==> config.mk <==
export PLATFORM = sky130hd
export DESIGN_NAME = aes_key_sched_ctrl
export DESIGN_NICKNAME = d
export VERILOG_FILES = /design/src/rtl/aes_key_sched_ctrl.sv
export SDC_FILE = /design/constraint.sdc
export NUM_CORES = 1
export LEC_CHECK = 0
export BUFFER_PORTS_ARGS = -buffer_cell sky130_fd_sc_hd__buf_2
export CORE_ASPECT_RATIO = 0.5
export CORE_UTILIZATION = 54
export CTS_CLUSTER_SIZE = 28
export DETAILED_ROUTE_END_ITERATION = 8
export PLACE_DENSITY = 0.95
export SYNTH_ARGS = -nofsm -noshare
export SYNTH_HDL_FRONTEND = slang
export SYNTH_SLANG_ARGS = --single-unit
==> constraint.sdc <==
create_clock -name clk -period 4 [get_ports clk]
set_clock_uncertainty 0.05 [all_clocks]
set_input_delay 0.4 -clock clk [delete_from_list [all_inputs] [get_ports clk]]
set_output_delay 0.4 -clock clk [all_outputs]
set_load 0.05 [all_outputs]
==> src/rtl/aes_key_sched_ctrl.sv <==
// AES-128 key expansion sequencer: streams round keys 0..10 over valid/ready, sharing one external SubWord port.
// Optional AES_KEY_STORE_EN adds an 11-entry round-key store with a combinational read port.

module round_cf (
  input  logic [3:0]  r,
  output logic [31:0] rcon
);
  always_comb begin
    rcon = '0;
    case (r)
      4'd1:    rcon = 32'h01000000;
      4'd2:    rcon = 32'h02000000;
      4'd3:    rcon = 32'h04000000;
      4'd4:    rcon = 32'h08000000;
      4'd5:    rcon = 32'h10000000;
      4'd6:    rcon = 32'h20000000;
      4'd7:    rcon = 32'h40000000;
      4'd8:    rcon = 32'h80000000;
      4'd9:    rcon = 32'h1b000000;
      4'd10:   rcon = 32'h36000000;
      default: rcon = '0;
    endcase
  end
endmodule

module aes_key_sched_ctrl #(
  parameter int SUB_LAT = 0,
  parameter int NUM_WORDS = 4
) (
  input  logic         clk,
  input  logic         rst,
  input  logic         start,
  input  logic [127:0] key_in,
  output logic         busy,
  output logic         rk_valid,
  input  logic         rk_ready,
  output logic [3:0]   rk_round,
  output logic [127:0] rk_out,
  output logic         done,
  output logic [31:0]  sub_in,
  input  logic [31:0]  sub_out
`ifdef AES_KEY_STORE_EN
  ,
  input  logic [3:0]   rk_rd_addr,
  output logic [127:0] rk_rd_data
`endif
);

  generate
    if (SUB_LAT != 0 && SUB_LAT != 1) begin : g_bad_lat
      $error("aes_key_sched_ctrl: SUB_LAT must be 0 or 1");
    end
  endgenerate

  typedef enum logic [1:0] {IDLE, OUT, SUB} state_t;
  state_t state;

  logic [3:0]                      nxt_r;
  logic [31:0]                     rcon, t;
  logic [NUM_WORDS-1:0][31:0]      w_cur, w_nxt;
  logic                            hs;

  assign hs    = rk_valid & rk_ready;
  assign nxt_r = rk_round + 4'd1;
  assign w_cur = rk_out;
  assign t     = sub_out ^ rcon;

  round_cf u_rcon (.r(nxt_r), .rcon(rcon));

  // w0 lives in the top word; each following word chains off the freshly computed previous one
  assign w_nxt[NUM_WORDS-1] = w_cur[NUM_WORDS-1] ^ t;
  generate
    for (genvar i = NUM_WORDS-2; i >= 0; i--) begin : g_chain
      assign w_nxt[i] = w_cur[i] ^ w_nxt[i+1];
    end
  endgenerate

  assign sub_in = (state == IDLE) ? 32'h0 : {rk_out[23:0], rk_out[31:24]};

  always_ff @(posedge clk) begin
    if (rst) begin
      state    <= IDLE;
      busy     <= 1'b0;
      rk_valid <= 1'b0;
      done     <= 1'b0;
      rk_round <= '0;
      rk_out   <= '0;
    end else begin
      done <= 1'b0;
      case (state)
        IDLE: if (start) begin
          rk_out   <= key_in;
          rk_round <= '0;
          state    <= OUT;
          busy     <= 1'b1;
          rk_valid <= 1'b1;
        end
        OUT: if (hs) begin
          if (rk_round == 4'd10) begin
            state    <= IDLE;
            busy     <= 1'b0;
            rk_valid <= 1'b0;
            done     <= 1'b1;
          end else if (SUB_LAT == 0) begin
            rk_out   <= w_nxt;
            rk_round <= nxt_r;
          end else begin
            // registered S-box captures sub_in on this edge; its result is used from SUB
            state    <= SUB;
            rk_valid <= 1'b0;
          end
        end
        SUB: begin
          rk_out   <= w_nxt;
          rk_round <= nxt_r;
          state    <= OUT;
          rk_valid <= 1'b1;
        end
        default: begin
          state    <= IDLE;
          busy     <= 1'b0;
          rk_valid <= 1'b0;
        end
      endcase
    end
  end

`ifdef AES_KEY_STORE_EN
  logic [10:0][127:0] store;

  always_ff @(posedge clk) begin
    if (rst || (state == IDLE && start)) store <= '0;
    else if (hs) store[rk_round] <= rk_out;
  end

  always_comb begin
    rk_rd_data = '0;
    for (int i = 0; i < 11; i++)
      if (rk_rd_addr == 4'(i)) rk_rd_data = store[i];
  end
`endif

endmodule

==> results.py <==
metrics = {
    "run_status": {
        "status": "finished clean",
    },
    "drt": {
        "drt_iter0_drc": 863,
        "drc_errors": 0,
        "viasPerCell": 5.99,
        "ant_nets": 0,
        "wl_um": 27800,
        "wire_per_inst_um": 17.4,
        "num_vias": 9527,
        "dr.pass1.iters": 5,
    },
    "critical_path": {
        "r2r_cells": 9,
        "r2r_slack_ps": 1020,
        "slowest_stage": "buf_4",
        "worstPathRequired_ps": 4220,
        "crit_path_start_kind": "register",
        "max_stage_delay_ps": 640,
        "reg2reg_to": "rk_out[4]$_SDFFE_PP0P_",
        "arrival_ps": 3200,
        "endpoint_kind": "register",
        "critPathMaxFanout": 78,
        "path_class": "register to register",
        "path_cells": "inv_1 > ha_1 > nand3b_1 > and2b_4 > buf_4 > nand2_1 > a21o_1 > a221oi_1 > nor2_1",
        "rr_startpoint": "rk_round[0]$_SDFFE_PP0P_",
    },
    "floorplan": {
        "start_util": 0.569,
        "num_io_pins": 331,
        "die_h_um": 90.5,
        "die_area_mm2": 0.0162,
        "row_count": 31,
        "die_w_um": 179,
        "coreArea_mm2": 0.0149,
    },
    "cts": {
        "clockBufferDepth": 2,
        "cts_setup_buffers": 0,
        "clock_latency_ps": 410,
        "cts_tree": "built",
        "cts-root-buf": "clkbuf_16",
        "clock_sinks": 134,
        "postCtsResizedCells": 0,
        "cts_htree_levels": 4,
        "cts_made_buffers": 17,
        "cts_hold_buf": 0,
        "clk_pin_slew_worst_paths_ps": 70,
    },
    "global_route": {
        "overflow": 0,
        "antenna_found_initial": 2,
        "grt_use_total": 0.336,
        "grt_max_degree": 99,
        "grt_pass1_wl_um": 44100,
        "grt_pass1_vias": 9205,
    },
    "placement": {
        "hpwlAfterDp_um": 19000,
        "dpl_cell_area_mm2": 0.0101,
        "portBuffers": 330,
        "gp_congestion": 0.886,
    },
    "synthesis": {
        "async_flop_share": 0,
        "synth_nets": 1280,
        "ys_seq_area_frac": 0.317,
        "synth_flop_cell": "dfxtp_1",
        "yosysUniqueCellTypes": 70,
        "synth.cell_area_mm2": 0.00845,
        "syn-instance-count": 1110,
        "synth-edff-count": 0,
        "yosysWarnings": 0,
        "synth-seq-cells": 134,
        "syn_avg_cell_area_um2": 7.62,
    },
    "sta": {
        "fin_tns_setup_ps": 0,
        "maxSlewViolCount": 0,
        "setup_violations": 0,
        "slew_headroom": 0.242,
        "max_freq_mhz": 336,
        "period_share": 0.744,
        "rsz0062_at_grt": "no",
        "min_period_ps": 2980,
        "hold_violations": 0,
        "worstMarginPinSlew_ps": 1140,
    },
    "layout": {
        "design_area_mm2": 0.0107,
        "final_common_cell": "buf_2",
        "drive_gt1_frac": 0.284,
        "final_cell_mix": "buf_2 (329), a21oi_1 (190), nor2_1 (136), dfxtp_1 (133), nand2_1 (110)",
        "finalNetCount": 1549,
        "area_growth_pct": 26.9,
    },
    "worst_hold_path": {
        "worstHoldStart": "key_in[111]",
        "whs_path_depth": 3,
        "holdPathEnd": "rk_out[111]$_SDFFE_PP0P_",
        "hp-class": "primary input to register",
    },
    "pwr": {
        "power.leakage_uw": 0.00495,
        "ir_drop_uv": 337,
        "power_density_mw_per_mm2": 455,
    },
    "flow_run": {
        "cap_violations": 0,
    },
}
-- routing by layer --
metal	routed length, um	global-route usage	part of all wire	up-vias
li1	-	-	-	4455
met2	13800	0.583	0.50	474
met3	1960	0.0661	0.070	107
met4	1140	0.186	0.041	2
met1	10800	0.384	0.39	4489
met5	13	0	0.00047	-
-- power by group --
part	internal, uW	switching (uW)	total, uW
clock	995	675	1670
sequential	1460	146	1600
combinational	515	1090	1610
-- state kept, by name, indices dropped and copies added, names as in the netlist --
register	count
rk_out	128
busy	1
done	1
rk_round	4
-- cell usage after synthesis (4+ instances only) --
master	number	area, um2
a31oi_1	5	31.3
a22oi_1	6	45.0
buf_1	11	41.3
and3_1	4	25.0
ha_1	6	75.1
mux2i_1	37	370
nand2b_1	5	31.3
o21ai_0	32	160
mux2_1	4	45.0
a221oi_1	24	210
nor3_1	29	145
buf_2	6	30.0
xor2_1	37	324
dfxtp_1	134	2680
o211ai_1	6	45.0
and2_1	33	206
clkbuf_1	70	263
inv_1	8	30.0
o22ai_1	7	43.8
a21o_1	26	195
nor2_1	138	518
a211oi_1	33	248
xnor2_1	65	569
or3_1	4	25.0
nand3_1	12	60.1
a222oi_1	5	50.1
nand2_1	111	417
a21oi_1	190	951
-- kinds of logic (layout without fill, tap and decap cells) --
| logic type | count (synthesis) | count (layout) | share of synthesized area |
|---|---|---|---|
| multiplexers | 43 | 43 | 0.0522 |
| AND/OR/NAND/NOR | 357 | 357 | 0.188 |
| AO/OA/AOI/OAI | 362 | 362 | 0.267 |
| other | 0 | 1 | 0 |
| buffers and inverters | 101 | 383 | 0.0493 |
| XOR/XNOR | 107 | 107 | 0.118 |
| adder cells (fa/ha/maj) | 6 | 6 | 0.00888 |
| flip-flops | 134 | 134 | 0.317 |
-- how the worst max path moves through the flow --
stage,from,to,cells after the start
finish,rk_round[0]$_SDFFE_PP0P_,rk_out[4]$_SDFFE_PP0P_,9
global route,rk_round[0]$_SDFFE_PP0P_,rk_out[4]$_SDFFE_PP0P_,9
CTS,rk_round[0]$_SDFFE_PP0P_,rk_out[4]$_SDFFE_PP0P_,9
detailed placement,rk_round[0]$_SDFFE_PP0P_,rk_out[4]$_SDFFE_PP0P_,9
global placement,rk_round[0]$_SDFFE_PP0P_,rk_out[4]$_SDFFE_PP0P_,9
floorplan,rk_round[1]$_SDFFE_PP0P_,rk_out[63]$_SDFFE_PP0P_,9
-- critical path, delay by kind of cell (launching register included) --
kind	cells	cell delay (ps)
buffers and inverters	2	800
and+or+nand+nor	4	690
DFF	1	510
AOI/OAI and AO/OA	2	490
adders and majority gates	1	230
-- through the flow --
stage                     hold slack (ps)  std cells  setup WS [ps]   util  total power [uW]
final                                 166       1591           1020  0.722              4880
after floorplan                       491       1110           1230      -              2790
after detailed placement              443       1558           1130  0.680              3210
after global placement                423       1558           1330  0.680              3160
after CTS                             160       1590           1080  0.722              4880
after global routing                  155       1591            809  0.722              5080
-- layout make-up --
type | count | area [um2]
diodes | 1 | 2.50
clock buffers | 19 | 464
clock inverters | 13 | 160
fillers | 1186 | 4130
inverters | 9 | 33.8
multi-input cells | 875 | 5380
flip-flops and latches | 134 | 2690
well taps | 198 | 248
repair buffers | 342 | 1760
No activity file was read; power rests on OpenSTA's default activity.
